File: src/rtl/decode_pipe_if.sv
// Decode-stage bus: fetch/write-back inputs and decoded outputs towards execute.
// master drives instructions and write-backs; slave is the decode stage.
interface decode_pipe_if #(
  parameter int unsigned AWIDTH  = 5,
  parameter int unsigned DWIDTH  = 32,
  parameter int unsigned IWIDTH  = 32,
  parameter int unsigned PCWIDTH = 32
);
  logic                d_i_ce;
  logic                d_i_stall;
  logic                d_i_flush;
  logic [IWIDTH-1:0]   d_i_instr;
  logic [PCWIDTH-1:0]  d_i_pc;
  logic                d_i_wr_en;
  logic [AWIDTH-1:0]   d_i_wr_addr;
  logic [DWIDTH-1:0]   d_i_wr_data;

  logic                d_o_ce;
  logic [5:0]          d_o_opcode;
  logic [5:0]          d_o_funct;
  logic [4:0]          d_o_shamt;
  logic [AWIDTH-1:0]   d_o_addr_rs;
  logic [AWIDTH-1:0]   d_o_addr_rt;
  logic [AWIDTH-1:0]   d_o_addr_rd;
  logic [DWIDTH-1:0]   d_o_data_rs;
  logic [DWIDTH-1:0]   d_o_data_rt;
  logic [DWIDTH-1:0]   d_o_imm;
  logic [25:0]         d_o_jaddr;
  logic [PCWIDTH-1:0]  d_o_pc;
  logic                d_o_wr_reg;
  logic [1:0]          d_o_class;

  modport master (
    output d_i_ce, d_i_stall, d_i_flush, d_i_instr, d_i_pc,
    output d_i_wr_en, d_i_wr_addr, d_i_wr_data,
    input  d_o_ce, d_o_opcode, d_o_funct, d_o_shamt, d_o_addr_rs, d_o_addr_rt, d_o_addr_rd,
    input  d_o_data_rs, d_o_data_rt, d_o_imm, d_o_jaddr, d_o_pc, d_o_wr_reg, d_o_class
  );

  modport slave (
    input  d_i_ce, d_i_stall, d_i_flush, d_i_instr, d_i_pc,
    input  d_i_wr_en, d_i_wr_addr, d_i_wr_data,
    output d_o_ce, d_o_opcode, d_o_funct, d_o_shamt, d_o_addr_rs, d_o_addr_rt, d_o_addr_rd,
    output d_o_data_rs, d_o_data_rt, d_o_imm, d_o_jaddr, d_o_pc, d_o_wr_reg, d_o_class
  );
endinterface

File: src/rtl/decode_pipe.sv
// Registered MIPS decode stage with integrated register file, write-back bypass,
// stall/flush handling, immediate extension and instruction classification.
module decode_pipe #(
  parameter int unsigned AWIDTH  = 5,
  parameter int unsigned DWIDTH  = 32,
  parameter int unsigned IWIDTH  = 32,
  parameter int unsigned PCWIDTH = 32
) (
  input logic          d_clk,
  input logic          d_rst,
  decode_pipe_if.slave bus
);
  localparam int unsigned DEPTH = 2 ** AWIDTH;

  logic [DWIDTH-1:0]  r_regs [DEPTH];

  logic               r_ce;
  logic [5:0]         r_opcode;
  logic [5:0]         r_funct;
  logic [4:0]         r_shamt;
  logic [AWIDTH-1:0]  r_rs;
  logic [AWIDTH-1:0]  r_rt;
  logic [AWIDTH-1:0]  r_rd;
  logic [DWIDTH-1:0]  r_data_rs;
  logic [DWIDTH-1:0]  r_data_rt;
  logic [DWIDTH-1:0]  r_imm;
  logic [25:0]        r_jaddr;
  logic [PCWIDTH-1:0] r_pc;
  logic               r_wr_reg;
  logic [1:0]         r_class;

  logic [5:0]         w_op;
  logic [5:0]         w_funct;
  logic [AWIDTH-1:0]  w_rs;
  logic [AWIDTH-1:0]  w_rt;
  logic [AWIDTH-1:0]  w_rd_field;
  logic [AWIDTH-1:0]  w_dest;
  logic               w_wr_reg;
  logic [1:0]         w_class;
  logic [DWIDTH-1:0]  w_imm;
  logic [DWIDTH-1:0]  w_data_rs;
  logic [DWIDTH-1:0]  w_data_rt;
  logic               w_wb;

  assign w_op       = bus.d_i_instr[31:26];
  assign w_funct    = bus.d_i_instr[5:0];
  assign w_rs       = AWIDTH'(bus.d_i_instr[25:21]);
  assign w_rt       = AWIDTH'(bus.d_i_instr[20:16]);
  assign w_rd_field = AWIDTH'(bus.d_i_instr[15:11]);
  assign w_wb       = bus.d_i_wr_en && (bus.d_i_wr_addr != '0);

  always_comb begin
    w_class  = 2'b11;
    w_dest   = '0;
    w_wr_reg = 1'b0;
    w_imm    = DWIDTH'($signed(bus.d_i_instr[15:0]));
    case (w_op)
      6'h00: begin
        w_class  = 2'b00;
        w_dest   = w_rd_field;
        w_wr_reg = (w_funct != 6'h08);
      end
      6'h02: w_class = 2'b10;
      6'h03: begin
        w_class  = 2'b10;
        w_dest   = AWIDTH'(31);
        w_wr_reg = 1'b1;
      end
      6'h04, 6'h05, 6'h2B: w_class = 2'b01;
      6'h08, 6'h09, 6'h0A, 6'h23: begin
        w_class  = 2'b01;
        w_dest   = w_rt;
        w_wr_reg = 1'b1;
      end
      6'h0C, 6'h0D, 6'h0E: begin
        w_class  = 2'b01;
        w_dest   = w_rt;
        w_wr_reg = 1'b1;
        w_imm    = DWIDTH'(bus.d_i_instr[15:0]);
      end
      6'h0F: begin
        w_class  = 2'b01;
        w_dest   = w_rt;
        w_wr_reg = 1'b1;
        w_imm    = DWIDTH'({bus.d_i_instr[15:0], 16'h0000});
      end
      default: ;
    endcase
    if (w_dest == '0) w_wr_reg = 1'b0;
  end

  // Same-cycle write-back wins over the stored value.
  always_comb begin
    w_data_rs = '0;
    w_data_rt = '0;
    if (w_rs != '0) w_data_rs = (w_wb && bus.d_i_wr_addr == w_rs) ? bus.d_i_wr_data : r_regs[w_rs];
    if (w_rt != '0) w_data_rt = (w_wb && bus.d_i_wr_addr == w_rt) ? bus.d_i_wr_data : r_regs[w_rt];
  end

  always_ff @(posedge d_clk or posedge d_rst) begin
    if (d_rst) begin
      for (int i = 0; i < DEPTH; i++) r_regs[i] <= '0;
    end else if (w_wb) begin
      r_regs[bus.d_i_wr_addr] <= bus.d_i_wr_data;
    end
  end

  always_ff @(posedge d_clk or posedge d_rst) begin
    if (d_rst) begin
      r_ce      <= 1'b0;
      r_opcode  <= '0;
      r_funct   <= '0;
      r_shamt   <= '0;
      r_rs      <= '0;
      r_rt      <= '0;
      r_rd      <= '0;
      r_data_rs <= '0;
      r_data_rt <= '0;
      r_imm     <= '0;
      r_jaddr   <= '0;
      r_pc      <= '0;
      r_wr_reg  <= 1'b0;
      r_class   <= '0;
    end else if (bus.d_i_flush) begin
      r_ce <= 1'b0;
    end else if (bus.d_i_stall) begin
      // Held operands track write-backs so execute never sees stale data.
      if (r_ce && w_wb && bus.d_i_wr_addr == r_rs) r_data_rs <= bus.d_i_wr_data;
      if (r_ce && w_wb && bus.d_i_wr_addr == r_rt) r_data_rt <= bus.d_i_wr_data;
    end else begin
      r_ce      <= bus.d_i_ce;
      r_opcode  <= w_op;
      r_funct   <= w_funct;
      r_shamt   <= bus.d_i_instr[10:6];
      r_rs      <= w_rs;
      r_rt      <= w_rt;
      r_rd      <= w_dest;
      r_data_rs <= w_data_rs;
      r_data_rt <= w_data_rt;
      r_imm     <= w_imm;
      r_jaddr   <= bus.d_i_instr[25:0];
      r_pc      <= bus.d_i_pc;
      r_wr_reg  <= w_wr_reg;
      r_class   <= w_class;
    end
  end

  assign bus.d_o_ce      = r_ce;
  assign bus.d_o_opcode  = r_opcode;
  assign bus.d_o_funct   = r_funct;
  assign bus.d_o_shamt   = r_shamt;
  assign bus.d_o_addr_rs = r_rs;
  assign bus.d_o_addr_rt = r_rt;
  assign bus.d_o_addr_rd = r_rd;
  assign bus.d_o_data_rs = r_data_rs;
  assign bus.d_o_data_rt = r_data_rt;
  assign bus.d_o_imm     = r_imm;
  assign bus.d_o_jaddr   = r_jaddr;
  assign bus.d_o_pc      = r_pc;
  assign bus.d_o_wr_reg  = r_wr_reg;
  assign bus.d_o_class   = r_class;
endmodule

File: src/flat_wrapper.sv
// flat-port wrapper written by rule: the top's interface ports become plain ports
module decode_pipe_flat 
#(
  parameter int unsigned AWIDTH  = 5,
  parameter int unsigned DWIDTH  = 32,
  parameter int unsigned IWIDTH  = 32,
  parameter int unsigned PCWIDTH = 32
)
  (d_clk, d_rst, bus_d_i_ce, bus_d_i_stall, bus_d_i_flush, bus_d_i_instr, bus_d_i_pc, bus_d_i_wr_en, bus_d_i_wr_addr, bus_d_i_wr_data, bus_d_o_ce, bus_d_o_opcode, bus_d_o_funct, bus_d_o_shamt, bus_d_o_addr_rs, bus_d_o_addr_rt, bus_d_o_addr_rd, bus_d_o_data_rs, bus_d_o_data_rt, bus_d_o_imm, bus_d_o_jaddr, bus_d_o_pc, bus_d_o_wr_reg, bus_d_o_class);
  decode_pipe_if #(.AWIDTH(AWIDTH), .DWIDTH(DWIDTH), .IWIDTH(IWIDTH), .PCWIDTH(PCWIDTH)) bus_i ();
  input logic d_clk;
  input logic d_rst;
  input wire logic [$bits(bus_i.d_i_ce)-1:0] bus_d_i_ce;
  input wire logic [$bits(bus_i.d_i_stall)-1:0] bus_d_i_stall;
  input wire logic [$bits(bus_i.d_i_flush)-1:0] bus_d_i_flush;
  input wire logic [$bits(bus_i.d_i_instr)-1:0] bus_d_i_instr;
  input wire logic [$bits(bus_i.d_i_pc)-1:0] bus_d_i_pc;
  input wire logic [$bits(bus_i.d_i_wr_en)-1:0] bus_d_i_wr_en;
  input wire logic [$bits(bus_i.d_i_wr_addr)-1:0] bus_d_i_wr_addr;
  input wire logic [$bits(bus_i.d_i_wr_data)-1:0] bus_d_i_wr_data;
  output wire logic [$bits(bus_i.d_o_ce)-1:0] bus_d_o_ce;
  output wire logic [$bits(bus_i.d_o_opcode)-1:0] bus_d_o_opcode;
  output wire logic [$bits(bus_i.d_o_funct)-1:0] bus_d_o_funct;
  output wire logic [$bits(bus_i.d_o_shamt)-1:0] bus_d_o_shamt;
  output wire logic [$bits(bus_i.d_o_addr_rs)-1:0] bus_d_o_addr_rs;
  output wire logic [$bits(bus_i.d_o_addr_rt)-1:0] bus_d_o_addr_rt;
  output wire logic [$bits(bus_i.d_o_addr_rd)-1:0] bus_d_o_addr_rd;
  output wire logic [$bits(bus_i.d_o_data_rs)-1:0] bus_d_o_data_rs;
  output wire logic [$bits(bus_i.d_o_data_rt)-1:0] bus_d_o_data_rt;
  output wire logic [$bits(bus_i.d_o_imm)-1:0] bus_d_o_imm;
  output wire logic [$bits(bus_i.d_o_jaddr)-1:0] bus_d_o_jaddr;
  output wire logic [$bits(bus_i.d_o_pc)-1:0] bus_d_o_pc;
  output wire logic [$bits(bus_i.d_o_wr_reg)-1:0] bus_d_o_wr_reg;
  output wire logic [$bits(bus_i.d_o_class)-1:0] bus_d_o_class;
  assign bus_i.d_i_ce = bus_d_i_ce;
  assign bus_i.d_i_stall = bus_d_i_stall;
  assign bus_i.d_i_flush = bus_d_i_flush;
  assign bus_i.d_i_instr = bus_d_i_instr;
  assign bus_i.d_i_pc = bus_d_i_pc;
  assign bus_i.d_i_wr_en = bus_d_i_wr_en;
  assign bus_i.d_i_wr_addr = bus_d_i_wr_addr;
  assign bus_i.d_i_wr_data = bus_d_i_wr_data;
  assign bus_d_o_ce = bus_i.d_o_ce;
  assign bus_d_o_opcode = bus_i.d_o_opcode;
  assign bus_d_o_funct = bus_i.d_o_funct;
  assign bus_d_o_shamt = bus_i.d_o_shamt;
  assign bus_d_o_addr_rs = bus_i.d_o_addr_rs;
  assign bus_d_o_addr_rt = bus_i.d_o_addr_rt;
  assign bus_d_o_addr_rd = bus_i.d_o_addr_rd;
  assign bus_d_o_data_rs = bus_i.d_o_data_rs;
  assign bus_d_o_data_rt = bus_i.d_o_data_rt;
  assign bus_d_o_imm = bus_i.d_o_imm;
  assign bus_d_o_jaddr = bus_i.d_o_jaddr;
  assign bus_d_o_pc = bus_i.d_o_pc;
  assign bus_d_o_wr_reg = bus_i.d_o_wr_reg;
  assign bus_d_o_class = bus_i.d_o_class;
  decode_pipe #(.AWIDTH(AWIDTH), .DWIDTH(DWIDTH), .IWIDTH(IWIDTH), .PCWIDTH(PCWIDTH)) u_core (.d_clk(d_clk), .d_rst(d_rst), .bus(bus_i));
endmodule
File: config.mk
export PLATFORM = sky130hd
export DESIGN_NAME = decode_pipe_flat
export DESIGN_NICKNAME = d
export VERILOG_FILES = /design/src/rtl/decode_pipe_if.sv /design/src/rtl/decode_pipe.sv /design/src/flat_wrapper.sv
export SDC_FILE = /design/constraint.sdc
export NUM_CORES = 2
export LEC_CHECK = 0
export BUFFER_PORTS_ARGS = -buffer_cell sky130_fd_sc_hd__buf_4
export CAP_MARGIN = 40
export CORE_ASPECT_RATIO = 1.5
export CORE_MARGIN = 8
export CORE_UTILIZATION = 52
export CTS_CLUSTER_SIZE = 16
export DETAILED_ROUTE_END_ITERATION = 10
export HOLD_SLACK_MARGIN = 0.05
export PLACE_DENSITY = 0.69
export SLEW_MARGIN = 0
export SYNTH_ARGS = -nofsm -noshare
export SYNTH_HDL_FRONTEND = slang
export SYNTH_SLANG_ARGS = --single-unit
File: constraint.sdc
create_clock -name d_clk -period 65.6 [get_ports d_clk]
set_clock_uncertainty 0.15 [all_clocks]
set_input_delay 6.56 -clock d_clk [delete_from_list [all_inputs] [get_ports d_clk]]
set_output_delay 6.56 -clock d_clk [all_outputs]
set_load 0.01 [all_outputs]
==> impl_metrics.csv <==
group,metric,value,unit
flow_run,drv_cap,0,
setup_path,cp_data_arrival_time,10.42,ns
setup_path,critPathLaunchType,"input pin",
synth,syn_inst,4441,
layout,fin_util,58.6,%
synth,syn_nets,4548,
power,power.density,30.3,nW/um^2
synth,synth_compound_area_share,7.60,%
min_path,whs_path_depth,0,
timing,tightest_slew,1.03,ns
grt,grt_pass1_vias,43600,
placement,gp_congestion,0.847,
synth,ys_top_cells_by_area,"dfrtp_1, mux2_2, mux4_2",
setup_path,crit_top_cell,"buf_4",
clock_network,clkLatencyLatePin,0.74,ns
synth,avgSynthCellArea,13.8,um^2
clock_network,cts.root.buffer_cell,"clkbuf_16",
clock_network,cts_hold_buffers,0,
grt,track_usage,32.4,%
placement,dpl_cell_area,64900,um^2
timing,hold_slack,0.250,ns
layout,fin_area,68800,um^2
clock_network,cts_tree,"built",
die,die_area,130000,um^2
placement,dpl.hpwl,124000,um
placement,dp_cells,5904,
grt,grt_start_max_net_pins,181,
synth,synthXorXnorAreaFrac,0.285,%
layout,layout.nets,4562,
grt,grt-ovfl-total,0,
clock_network,clockBufferDepth,3,
setup_path,critPathSlowestCell,"buf_4",
timing,max_freq,100,MHz
power,p_leak,30.3,nW
route,ant_nets,0,
outcome,status,"complete, no violations",
layout,largest_register_ffs,1024,
clock_network,htreeDepth,3,
timing,min_period,10.00,ns
timing,fin_tns_setup,0,ns
synth,yosys.area.top_type_share,48.6,%
die,die_w,297,um
synth,ys_ff_latch,1193,
synth,synth_cell_types,65,
synth,ys_seq_area_share,48.6,%
grt,antenna_found_initial,9,
synth,synth_top_family_by_area,"multiplexers",
setup_path,reg2regPathDepth,6,
layout,area_growth,12.0,%
timing,setup-violations-final,0,
timing,maxSlewHeadroom,31.2,%
synth,synth_top_cell_by_area,"dfrtp_1",
setup_path,rr_endpoint,"u_core.bus.d_o_data_rs[29]$_DFFE_PP0P_",
synth,synth_fa_ha_area_share,0.0163,%
synth,yosys-top-cells-count,"dfrtp_1, mux2_2, mux4_2",
layout,final_cells,6113,
setup_path,cp_cell_sequence,"buf_8 > buf_4 > buf_4 > mux4_2 > a22o_1 > a2111oi_0 > a41o_1 > a32oi_1",
clock_network,cts_buffers,109,
route,vias,42600,
setup_path,rrSetupSlack,62.29,ns
timing,slew_viol_final,0,
synth,synthSimpleGateAreaFrac,3.02,%
synth,synth-edff-count,0,
min_path,min_to,"u_core.r_regs[1001]$_DFFE_PP0P_",
setup_path,critical_path_class,"input pin to register",
setup_path,cp_max_fo,70,
grt,grt_pass1_wl,308000,um
synth,ys_async_sr_fraction,100,%
route,routedWlPerCell,34.7,um
synth,yosys_warnings,0,
setup_path,worstSetupEndpointType,"register",
layout,top_register,"u_core.r_regs",
die,core_area,117000,um^2
die,fp-row-count,154,
clock_network,cts_num_sinks,1193,
die,pin_count,297,
route,drc,0,
die,start_util,52.4,%
setup_path,worst_path_largest_cell_delay,0.79,ns
setup_path,reg2reg_from,"u_core.bus.d_o_ce$_DFFE_PP0P_",
timing,hold_viol,0,
min_path,hp-start,"u_core.r_regs[1001]$_DFFE_PP0P_",
placement,portBuffers,296,
setup_path,required,66.01,ns
power,vdd_drop_max,0.0204,mV
route,firstDrtPassIters,5,
clock_network,cts_resized,0,
clock_network,clkSlewWorstSetupHoldPaths,0.07,ns
route,vias_per_cell,6.97,
die,die_h,437,um
synth,synthMuxAreaShare,36.7,%
clock_network,cts_setup_buffers,0,
route,wl,212000,um
synth,yosysMostFrequentCell,"dfrtp_1",
synth,syn_area,61400,um^2
timing,post-route-period-util,15.3,%
route,dr.first_iter.drc_count,4669,
min_path,hp-class,"register to register",
synth,synthFlopType,"dfrtp_1",
layout,final_layout_size_suffix_gt1_share,43.8,%
timing,rsz0062_at_grt,"false",
[cell type report]
type / instances / area (um^2)
clock buffer: 155 / 3170
multi-input combinational: 2734 / 29500
timing repair buffer: 412 / 3570
clock inverter: 48 / 667
antenna: 6 / 15.0
fill: 9267 / 48600
inverter: 5 / 26.3
sequential: 1193 / 29900
tap: 1560 / 1950
[through the flow]
stage	worst slack [ns]	power, mW
2_1_floorplan	25.28	1.26
3_3_place_gp	54.78	1.38
3_5_place_dp	54.84	1.40
4_1_cts	55.60	2.09
5_1_grt	55.30	2.16
6_report	55.60	2.08
[critical path, delay by kind of cell]
| kind | cells | cell delay [ns] |
|---|---|---|
| buf+inv | 3 | 2.19 |
| mux | 1 | 0.59 |
| compound gates | 4 | 0.95 |
[worst max-delay path by stage]
stage                           start                                     end  cells after the start
floorplan                       d_rst   u_core.bus.d_o_addr_rd[0]$_DFFE_PP0P_                      1
global placement    bus_d_i_instr[21]  u_core.bus.d_o_data_rs[13]$_DFFE_PP0P_                      8
detailed placement  bus_d_i_instr[21]   u_core.bus.d_o_data_rs[9]$_DFFE_PP0P_                      8
CTS                 bus_d_i_instr[21]   u_core.bus.d_o_data_rs[9]$_DFFE_PP0P_                      8
global route        bus_d_i_instr[21]   u_core.bus.d_o_data_rs[9]$_DFFE_PP0P_                      8
finish              bus_d_i_instr[21]   u_core.bus.d_o_data_rs[9]$_DFFE_PP0P_                      8
[power by group]
part           leakage, nW  switching, mW  internal, mW
sequential            15.2          0.104         0.870
combinational         13.2          0.181         0.236
clock                 1.87          0.295         0.396
total                 30.3          0.580          1.50
[cell usage in the layout (no fill, tap or decap), types with 20 or more instances in the layout]
cell type	instances
buf_4	377
a21oi_1	93
o22a_1	20
mux4_2	386
mux2i_1	257
o21ai_0	50
mux2_2	952
a22o_1	66
nand2_1	335
clkbuf_8	21
mux2_1	49
o211ai_1	52
o22ai_1	37
o221ai_1	75
clkbuf_1	22
a22oi_1	85
clkbuf_16	112
a32oi_1	48
nor2_4	21
a2111oi_0	30
dfrtp_1	1193
[logic make-up after synthesis]
family	count (synthesis)
xor+xnor	20
compound gates	624
buf+inv	514
flops	1193
fa+ha+maj	1
simple gates	445
mux	1644
[per-layer routing]
layer  wire length [um]  track usage, %
met3              19000            5.94
met5                  0               0
met4              15100            20.2
met2             101000            51.9
met1              77000            40.4
Power figures use the tool's default switching activity.
